$ cat config.mk
export PLATFORM = sky130hd
export DESIGN_NAME = fp_add_arb
export DESIGN_NICKNAME = d
export VERILOG_FILES = /design/src/rtl/fp_add_arb.sv
export SDC_FILE = /design/constraint.sdc
export NUM_CORES = 1
export LEC_CHECK = 0
export ABC_AREA = 1
export CORE_MARGIN = 10
export CORE_UTILIZATION = 53
export CTS_BUF_LIST = sky130_fd_sc_hd__clkbuf_4
export DETAILED_ROUTE_END_ITERATION = 7
export HOLD_SLACK_MARGIN = 0.06
export MAX_ROUTING_LAYER = met4
export PLACE_DENSITY = 0.87
export SETUP_SLACK_MARGIN = 0.1
export SLEW_MARGIN = 20
export SYNTH_ARGS = -nofsm -noshare
export SYNTH_HDL_FRONTEND = slang
export SYNTH_SLANG_ARGS = --single-unit
$ cat constraint.sdc
create_clock -name clk -period 10.5 [get_ports clk]
set_clock_uncertainty 0.1 [all_clocks]
set_input_delay 2.1 -clock clk [delete_from_list [all_inputs] [get_ports clk]]
set_output_delay 2.1 -clock clk [all_outputs]
set_load 0.005 [all_outputs]
$ cat src/rtl/fp_add_arb.sv
// fp_add_arb: two-requester round-robin front end for one shared
// combinational 13-bit float adder {sign, exp[3:0], frac[7:0]}.
// Accepted operand pairs are summed in the grant cycle and captured in a
// single-entry, ID-tagged result register with downstream backpressure.
//
// Handshake: a request on port i transfers on a rising edge where
// req_valid[i] && req_ready[i]; a result transfers on a rising edge where
// res_valid && res_ready. req_ready is combinational from req_valid, so
// requesters must not derive req_valid from req_ready, and must hold their
// operands stable while valid && !ready.
module fp_add_arb #(
    parameter int unsigned PRIO_FIRST = 0
) (
    input  logic        clk,
    input  logic        reset,
    input  logic [1:0]  req_valid,
    output logic [1:0]  req_ready,
    input  logic [12:0] opa0,
    input  logic [12:0] opb0,
    input  logic [12:0] opa1,
    input  logic [12:0] opb1,
    output logic        res_valid,
    input  logic        res_ready,
    output logic [12:0] res,
    output logic        res_id,
    output logic [15:0] op_count
);

    // last_gnt starts on the other requester so PRIO_FIRST wins the first tie
    localparam logic LAST_GNT_INIT = (PRIO_FIRST == 0) ? 1'b1 : 1'b0;

    logic        last_gnt;
    logic        slot_free;
    logic [1:0]  gnt;

    logic [12:0] op_a;
    logic [12:0] op_b;

    logic [12:0] big;
    logic [12:0] sml;
    logic [3:0]  exp_diff;
    logic [7:0]  sml_frac;
    logic [8:0]  sum;
    logic [3:0]  lzc;
    logic [8:0]  norm;
    logic        core_sign;
    logic [3:0]  core_exp;
    logic [7:0]  core_frac;

    // The result register can take a new sum when empty or being drained
    assign slot_free = !res_valid || res_ready;

    // Round-robin grant; nothing is granted during reset or while stalled
    always_comb begin
        gnt = 2'b00;
        if (!reset && slot_free) begin
            case (req_valid)
                2'b01:   gnt = 2'b01;
                2'b10:   gnt = 2'b10;
                2'b11:   gnt = last_gnt ? 2'b01 : 2'b10;
                default: gnt = 2'b00;
            endcase
        end
    end

    assign req_ready = gnt;

    // Steer the granted requester's operands into the shared adder
    always_comb begin
        if (gnt[1]) begin
            op_a = opa1;
            op_b = opb1;
        end else begin
            op_a = opa0;
            op_b = opb0;
        end
    end

    // Order operands by magnitude (ties make op_b the larger) and align
    always_comb begin
        if (op_a[11:0] > op_b[11:0]) begin
            big = op_a;
            sml = op_b;
        end else begin
            big = op_b;
            sml = op_a;
        end
        exp_diff = big[11:8] - sml[11:8];
        sml_frac = sml[7:0] >> exp_diff;
    end

    // Effective add or subtract on the 9-bit fraction datapath
    always_comb begin
        if (big[12] == sml[12]) begin
            sum = {1'b0, big[7:0]} + {1'b0, sml_frac};
        end else begin
            sum = {1'b0, big[7:0]} - {1'b0, sml_frac};
        end
    end

    // Leading-zero count over the 9-bit sum; an all-zero sum counts as 9
    always_comb begin
        casez (sum)
            9'b1????????: lzc = 4'd0;
            9'b01???????: lzc = 4'd1;
            9'b001??????: lzc = 4'd2;
            9'b0001?????: lzc = 4'd3;
            9'b00001????: lzc = 4'd4;
            9'b000001???: lzc = 4'd5;
            9'b0000001??: lzc = 4'd6;
            9'b00000001?: lzc = 4'd7;
            9'b000000001: lzc = 4'd8;
            default:      lzc = 4'd9;
        endcase
    end

    // Carry bumps the exponent; otherwise normalise or flush to zero
    always_comb begin
        norm      = sum << lzc;
        core_sign = big[12];
        core_exp  = 4'd0;
        core_frac = 8'd0;
        if (sum[8]) begin
            core_exp  = big[11:8] + 4'd1;
            core_frac = sum[8:1];
        end else if (lzc > big[11:8]) begin
            core_exp  = 4'd0;
            core_frac = 8'd0;
        end else begin
            core_exp  = big[11:8] - lzc;
            core_frac = norm[8:1];
        end
    end

    // Result register, round-robin history and accept counter
    always_ff @(posedge clk) begin
        if (reset) begin
            res_valid <= 1'b0;
            res       <= 13'd0;
            res_id    <= 1'b0;
            op_count  <= 16'd0;
            last_gnt  <= LAST_GNT_INIT;
        end else begin
            if (gnt != 2'b00) begin
                res_valid <= 1'b1;
                res       <= {core_sign, core_exp, core_frac};
                res_id    <= gnt[1];
                last_gnt  <= gnt[1];
                op_count  <= op_count + 16'd1;
            end else if (res_ready) begin
                res_valid <= 1'b0;
            end
        end
    end

endmodule

Yosys cells after proc, flatten, opt, wreduce, memory -nomap -nowiden. Cells that the tools add are included.

Logic and storage cells: 48. Bits in read-only memories: 0. Register bits: 32. Memories kept: 0. Bits in writable memories: 0. Bits in latches: 0. Output and inout bits: 33.

Multiply operators: 0. $lt $le $gt $ge: 2. Shift-type cells: 2. Div/mod/pow operators: 0. Muxes and demuxes: 15. Bitwise gates (word level): 0. Add/sub/neg operators: 6. Reduce and logical (&&, ||, !) cells: 6. Equal/unequal tests: 12.

Operators with widths (number): two-way mux 13 bit (4); case mux 4 bit (9 select lines) (1); adder 16 x 1 -> 16 bit, second input constant (1); two-way mux 8 bit (2); > comparator 12 bit (1); adder 8 x 8 -> 9 bit (1); == test 9 x 1 -> 1 bit, second input constant (1); two-way mux 9 bit (1); << shifter 9 x 4 -> 9 bit (1); subtractor 8 x 8 -> 9 bit (1); == test 8 x 1 -> 1 bit, second input constant (1); two-way mux 4 bit (2); >> shifter 8 x 4 -> 8 bit (1); subtractor 4 bit (2); == test 7 x 1 -> 1 bit, second input constant (1); == test 6 x 1 -> 1 bit, second input constant (1); case mux 2 bit (3 select lines) (1); == test 5 x 1 -> 1 bit, second input constant (1); adder 4 x 1 -> 4 bit, second input constant (1); == test 2 x 1 -> 1 bit, second input constant (2); == test 2 bit, second input constant (2); == test 4 x 1 -> 1 bit, second input constant (1); > comparator 4 bit (1); two-way mux 2 bit (2); 7 further kinds (10).

Longest topological paths before layout. Gate-level depths: netlist of run 1.

Depth in word-level cells: 16. Gate-level depth with buffers: 57.

Least setup slack after synthesis of run 1. No wires, ideal clock.

Path kind: input to register. From: input reset. To: register res[6]. Cell stages on the path: 45. Path buffers: 5. Required time: 10.291 ns. Data arrival time: 8.659 ns. Setup slack: 1.632 ns. Cell sequence: buf_6 a21oi_4 nand2_2 buf_6 buf_6 buf_6 mux2i_1 ha_1 a21o_1 nor2_1 nand3_2 buf_6 nand3_2 nand3_2 ha_1 inv_1 nand3_1 a31oi_1 [... 9 more ...] xor2_1 or2_1 nor2_1 nand2_1 a31oi_1 nand4_4 nand2_4 ha_1 inv_1 fa_1 nand3_1 a21oi_4 o21ai_1 inv_2 nand3_1 nand3_1 nand2_1 inv_1.

Longest elaborated chain between the ends: 15.

RTL lines: start, declared (RTL line 15) `input logic reset,`; logical NOT 1 bit (RTL line 56) `if (!reset && slot_free) begin`; logical AND 1 bit (RTL line 56); two-way mux 2 bit (RTL line 56); two-way mux 13 bit (RTL line 70) `if (gnt[1]) begin`; > comparator 12 bit (RTL line 81) `if (op_a[11:0] > op_b[11:0]) begin`; two-way mux 13 bit (RTL line 81); subtractor 4 bit (RTL line 88) `exp_diff = big[11:8] - sml[11:8];`; >> shifter 8 x 4 -> 8 bit (RTL line 89) `sml_frac = sml[7:0] >> exp_diff;`; subtractor 8 x 8 -> 9 bit / adder 8 x 8 -> 9 bit (equally long branches) (RTL line 97, 95); two-way mux 9 bit (RTL line 94) `if (big[12] == sml[12]) begin`; == test 9 x 1 -> 1 bit (tied with other cells) (RTL line 103) `casez (sum)`; case mux 4 bit (9 select lines) (RTL line 103); << shifter 9 x 4 -> 9 bit / > comparator 4 bit (equally long branches) (RTL line 119, 126); two-way mux 8 bit (RTL line 126) `end else if (lzc > big[11:8]) begin`; two-way mux 8 bit (RTL line 123) `if (sum[8]) begin`; end signal, assigned (RTL line 146) `res <= {core_sign, core_exp, core_frac};`; end, declared (RTL line 24) `output logic [12:0] res,`.

Parallel ways exist; a longest one is shown, timed or not. A chain may end at the register's enable or synchronous reset.

Worst setup path in the final report of run 1.
From: input req_valid[1]. To: register res[6].

Longest elaborated chain between the ends: 15.

RTL lines: start, declared (RTL line 16) `input logic [1:0] req_valid,`; == test 2 bit / == test 2 x 1 -> 1 bit (equally long branches) (RTL line 57) `case (req_valid)`; case mux 2 bit (3 select lines) (*) (RTL line 57); two-way mux 2 bit (*) (RTL line 56); two-way mux 13 bit (RTL line 70); > comparator 12 bit (RTL line 81); two-way mux 13 bit (RTL line 81); subtractor 4 bit (RTL line 88); >> shifter 8 x 4 -> 8 bit (RTL line 89); subtractor 8 x 8 -> 9 bit / adder 8 x 8 -> 9 bit (equally long branches) (RTL line 97, 95); two-way mux 9 bit (RTL line 94); == test 9 x 1 -> 1 bit (tied with other cells) (RTL line 103); case mux 4 bit (9 select lines) (RTL line 103); << shifter 9 x 4 -> 9 bit / > comparator 4 bit (equally long branches) (RTL line 119, 126); two-way mux 8 bit (RTL line 126); two-way mux 8 bit (RTL line 123).

Every way passes the cells marked *; elsewhere a longest branch is shown, timed or not.

==> results.sh, run 1 <==
export IMPL_start_util_pct=54.5
export IMPL_power_density_nw_per_um2=307
export IMPL_vdd_drop_max_uv=369
export IMPL_ant_nets=0
export IMPL_max_freq_mhz=103
export IMPL_mostFrequentLayoutCell="nand2_1"
export IMPL_cts_buffers_inserted=5
export IMPL_clock_path_buffers=2
export IMPL_setup_slack_ps=800
export IMPL_rows=31
export IMPL_synth_ff_type="dfxtp_1"
export IMPL_syn_nets=730
export IMPL_dp_slack_ps=305
export IMPL_final_instance_count_excl_fill=832
export IMPL_synth_top_family_by_area="simple AND/OR/NAND/NOR gates"
export IMPL_drive_gt1_share_pct=9.84
export IMPL_dp_hpwl_mm=9.67
export IMPL_drc_errors=0
export IMPL_yosysSeqAreaShare_pct=16.2
export IMPL_yosys_warnings=0
export IMPL_core_um2=7250
export IMPL_cp_end_kind="register"
export IMPL_crit_required_ps=10660
export IMPL_rsz0062_at_grt="false"
export IMPL_wirelength_mm=11.8
export IMPL_worstSetupPathType="primary input to register"
export IMPL_critical_path_top_delay_family="simple AND/OR/NAND/NOR gates"
export IMPL_synth_simple_area_share_pct=41.3
export IMPL_viasPerCell=5.40
export IMPL_max_stage_delay_ps=480
export IMPL_grt_usage_pct=20.4
export IMPL_syn_cell_area_um2=3950
export IMPL_avgSynthCellArea_um2=6.15
export IMPL_period_needed_ps=9700
export IMPL_critical_path_arrival_ps=9860
export IMPL_hold_violations=0
export IMPL_synth_cells=643
export IMPL_cap_viol_max_count=0
export IMPL_synth_mux_area_share_pct=0.760
export IMPL_worst_path_buf_inv=8
export IMPL_die_y_um=106
export IMPL_first_pass_iters=5
export IMPL_place_area_um2=4900
export IMPL_p_leak_nw=2.43
export IMPL_area_growth_pct=27.8
export IMPL_layout_nets=818
export IMPL_finalMaxSlewViolations=0
export IMPL_die_w_um=106
export IMPL_hp_class="register to register"
export IMPL_finalCritPeriodShare_pct=92.4
export IMPL_worst_path_max_delay_cell="fa_1"
export IMPL_cts_sinks=32
export IMPL_io_buffers=89
export IMPL_synth_compound_area_share_pct=16.7
export IMPL_clk_pin_slew_ps=110
export IMPL_setup_violations=0
export IMPL_synth_fa_ha_area_share_pct=9.88
export IMPL_worstPathMaxFanout=35
export IMPL_async_flop_share_pct=0
export IMPL_holdBufCountCts=0
export IMPL_synth_xor_area_share_pct=3.93
export IMPL_place_inst=821
export IMPL_cts_tree="yes"
export IMPL_drt_wirelength_per_cell_um=14.2
export IMPL_outcome="completed"
export IMPL_antenna_found_initial=0
export IMPL_h_tree_depth=2
export IMPL_synth_distinct_cells=47
export IMPL_num_io_pins=90
export IMPL_final_cell_mix="nand2_1 (176), clkdlybuf4s50_1 (89), inv_1 (77)"
export IMPL_critPathLaunchType="primary input"
export IMPL_grt_pass1_wl_mm=19.3
export IMPL_tightest_slew_ps=648
export IMPL_final_area_um2=5050
export IMPL_synth_edf_count=0
export IMPL_finalSetupTns_ps=0
export IMPL_grt_max_degree=36
export IMPL_die_area_um2=11300
export IMPL_drtIter0Drc=365
export IMPL_grt_pass1_vias=4171
export IMPL_num_vias=4491
export IMPL_cts_root_buf="clkbuf_4"
export IMPL_overflow=0
export IMPL_ys_seq_elements=32
export IMPL_relSlewSlack_pct=56.8
export IMPL_place_congestion=0.971
export IMPL_clk_latency_ps=340
export IMPL_hold_slack_ps=391
cells by family (layout without fill, tap and decap cells):
kind of cell | Yosys count | count (layout)
AND/OR/NAND/NOR | 351 | 351
AO/OA/AOI/OAI | 109 | 109
buffers and inverters | 102 | 191
flip-flops | 32 | 32
adder cells (fa/ha/maj) | 30 | 30
XOR/XNOR | 16 | 16
multiplexers | 3 | 3
other | 0 | 1
Yosys cell counts, drive strengths merged (3+ instances only):
library cell,n,area share (%)
a21oi,37,5.3
dfxtp,32,16
nor2,50,5.1
nand4,6,1.3
nand2,199,21
o211ai,4,0.76
nor3,6,0.76
ha,28,8.9
mux2i,3,0.76
inv,83,7.9
xor2,10,2.2
xnor2,6,1.7
a31oi,4,0.63
nand3,85,12
clkinv,3,0.28
o21ai,55,7.9
buf,11,2.6
clkbuf,5,0.48
tightest hold or removal path, delay by kind of cell, from the launching register on:
family	cells	cell delay, ps
compound gates	1	50
flops	1	350
buf+inv	1	60
routing by layer:
metal / global-route usage, % / vias to the layer above / part of all wire (%)
met5: - / - / 0
met4: 6.38 / 0 / 2.2
met3: 3.44 / 27 / 5.6
met2: 35.4 / 145 / 50
met1: 23.4 / 2040 / 42
li1: - / 2279 / -
cell type report:
type,instances,area (um2)
inverters,86,325
fillers,645,2200
well taps,99,124
flip-flops and latches,32,641
clock inverters,3,42.5
repair buffers,97,963
diodes,1,2.50
clock buffers,5,37.5
multi-input cells,509,2920
power by group:
group          leakage, nW  switching, mW  internal, mW  total, mW
clock               0.0412         0.0454        0.0496     0.0950
combinational         2.13          0.845         0.464       1.31
sequential           0.262        0.00987         0.139      0.149
repair_timing:
| item | CTS | global route |
|---|---|---|
| setup endpoints to repair | 0 | 12 |
| buffers inserted | 0 | 2 |
| resized for setup | 0 | 12 |
worst paths after layout:
| kind | startpoint | endpoint | slack (ps) | cells after the start |
|---|---|---|---|---|
| max | req_valid[1] | res[6] | 800 | 45 |
| min | op_count[8] | op_count[8] | 390 | 2 |
| max reg2reg | last_gnt | res[6] | 2710 | 43 |
| min reg2reg | op_count[8] | op_count[8] | 390 | 2 |
flip-flops by register name, indices dropped and copies added (netlist names):
register / count
op_count: 16
res: 13
last_gnt: 1
res_id: 1
res_valid: 1
stage by stage:
| step | utilization [%] | power [mW] |
|---|---|---|
| global placement | 67.6 | 1.38 |
| finish | 69.6 | 1.55 |
| floorplan | - | 1.14 |
| detailed placement | 67.6 | 1.40 |
| CTS | 68.7 | 1.50 |
| global route | 69.6 | 1.70 |
Power figures use the tool's default switching activity.
==> run 2, diff against run 1 <==
Settings changed: MAX_ROUTING_LAYER met4 to unset, RECOVER_POWER set to 25.
==> results.sh, run 2 (same netlist as run 1, synthesis figures left out) <==
export IMPL_hp_class="register to register"
export IMPL_max_stage_delay_ps=460
export IMPL_h_tree_depth=2
export IMPL_period_needed_ps=9780
export IMPL_grt_pass1_vias=4278
export IMPL_core_um2=7250
export IMPL_power_density_nw_per_um2=308
export IMPL_p_leak_nw=2.48
export IMPL_grt_max_degree=35
export IMPL_cap_viol_max_count=0
export IMPL_cts_buffers_inserted=5
export IMPL_die_area_um2=11300
export IMPL_route_met3_wl_um=622
export IMPL_wl_met1_mm=4.90
export IMPL_cts_sinks=32
export IMPL_start_util_pct=54.5
export IMPL_relSlewSlack_pct=55.9
export IMPL_critPathLaunch="req_valid[1]"
export IMPL_regMostFlops="op_count"
export IMPL_grt_pass1_wl_mm=19.4
export IMPL_wirelength_mm=11.7
export IMPL_worst_path_max_delay_cell="clkdlybuf4s50_1"
export IMPL_drive_gt1_share_pct=11.0
export IMPL_finalSetupTns_ps=0
export IMPL_cts_tree="yes"
export IMPL_critPathLaunchType="primary input"
export IMPL_layout_nets=821
export IMPL_finalMaxSlewViolations=0
export IMPL_worstSetupPathType="primary input to register"
export IMPL_holdPathStages=2
export IMPL_num_io_pins=90
export IMPL_drt_wirelength_per_cell_um=14.1
export IMPL_cp_end_kind="register"
export IMPL_worstPathMaxFanout=34
export IMPL_dp_slack_ps=104
export IMPL_r2r_cells=46
export IMPL_regToRegEndpoint="res[4]"
export IMPL_regArea_um2=641
export IMPL_diodes=0
export IMPL_vdd_drop_max_uv=275
export IMPL_critical_path_arrival_ps=9950
export IMPL_finalCritPeriodShare_pct=93.2
export IMPL_holdBufCountCts=0
export IMPL_crit_end="res[4]"
export IMPL_cts_root_buf="clkbuf_4"
export IMPL_outcome="completed"
export IMPL_multi_input_area_um2=2930
export IMPL_tightest_slew_ps=660
export IMPL_antenna_found_initial=0
export IMPL_reg2reg_slack_ps=2620
export IMPL_clk_latency_ps=330
export IMPL_fillers=610
export IMPL_overflow=0
export IMPL_mostFrequentLayoutCell="nand2_1"
export IMPL_crit_required_ps=10670
export IMPL_setup_slack_ps=717
export IMPL_clock_path_buffers=2
export IMPL_die_w_um=106
export IMPL_path_common_cell="nand2_1"
export IMPL_max_freq_mhz=102
export IMPL_largest_reg_flops=16
export IMPL_grt_usage_pct=19.9
export IMPL_rows=31
export IMPL_rsz0062_at_grt="false"
export IMPL_num_vias=4522
export IMPL_viasPerCell=5.42
export IMPL_place_congestion=0.962
export IMPL_area_growth_pct=28.8
export IMPL_topRoutingLayerUsed="met4"
export IMPL_final_cell_mix="nand2_1 (176), inv_1 (77), nand3_1 (75), clkdlybuf4s50_1 (75), nor2_1 (46)"
export IMPL_reg2reg_from="res_valid"
export IMPL_first_pass_iters=5
export IMPL_dp_hpwl_mm=9.66
export IMPL_hold_violations=0
export IMPL_die_y_um=106
export IMPL_io_buffers=89
export IMPL_top_regs="op_count x16, res x13"
export IMPL_drc_errors=0
export IMPL_setup_violations=0
export IMPL_ant_nets=0
export IMPL_clk_pin_slew_ps=110
export IMPL_wl_met2_mm=5.92
export IMPL_drtIter0Drc=288
run 2: cell types whose count changed in the layout (fill, tap and decap cells not counted), sizes merged:
cell | before | now
clkdlybuf4s50 | 89 | 75
buf | 8 | 11
diode | 1 | 0
dlygate4sd3 | 0 | 14
run 2: critical path: cells and delay by family:
family / cells / cell delay (ps)
XOR/XNOR: 2 / 280
AO/OA/AOI/OAI: 8 / 1380
AND/OR/NAND/NOR: 22 / 2910
multiplexers: 1 / 230
adder cells (fa/ha/maj): 6 / 1660
buffers and inverters: 9 / 1380
run 2: worst min path at each step:
| stage | start | endpoint | slack, ps |
|---|---|---|---|
| 3_5_place_dp | op_count[8] | op_count[8] | 380 |
| 6_report | op_count[8] | op_count[8] | 400 |
| 4_1_cts | op_count[8] | op_count[8] | 400 |
| 2_1_floorplan | last_gnt | last_gnt | 350 |
| 5_1_grt | op_count[4] | op_count[4] | 430 |
| 3_3_place_gp | op_count[8] | op_count[8] | 360 |
run 2: what timing repair did:
| action | CTS | global route |
|---|---|---|
| gates resized for setup | 0 | 18 |
| buffers inserted | 0 | 5 |
| endpoints found under the setup margin | 0 | 12 |
run 2: cell type report:
| class | count | area share [%] |
|---|---|---|
| Multi-Input combinational cell | 509 | 57.6 |
| Tap cell | 99 | 2.43 |
| Clock buffer | 5 | 0.737 |
| Inverter | 86 | 6.44 |
| Clock inverter | 3 | 0.836 |
| Sequential cell | 32 | 12.6 |
| Timing Repair Buffer | 100 | 19.4 |
run 2: per-layer routing:
layer,GRT usage (%),vias to the layer above
met5,0,-
met4,7.35,0
met3,2.84,27
met2,36.3,161
met1,22.9,2050
li1,-,2284
run 2: metrics by stage:
step                      total power [mW]  instance area, um2  cells  hold slack, ps  util (%)
after floorplan                       1.14                3950    643             352         -
after global placement                1.38                4900    821             361      67.6
after detailed placement              1.40                4900    821             379      67.6
after CTS                             1.50                4980    829             397      68.7
after global routing                  1.73                5090    834             431      70.2
final                                 1.57                5090    834             399      70.2
run 2: power breakdown:
group | internal [mW] | switching (mW) | total (mW)
clock | 0.0497 | 0.0444 | 0.0940
combinational | 0.475 | 0.852 | 1.33
sequential | 0.139 | 0.00946 | 0.149
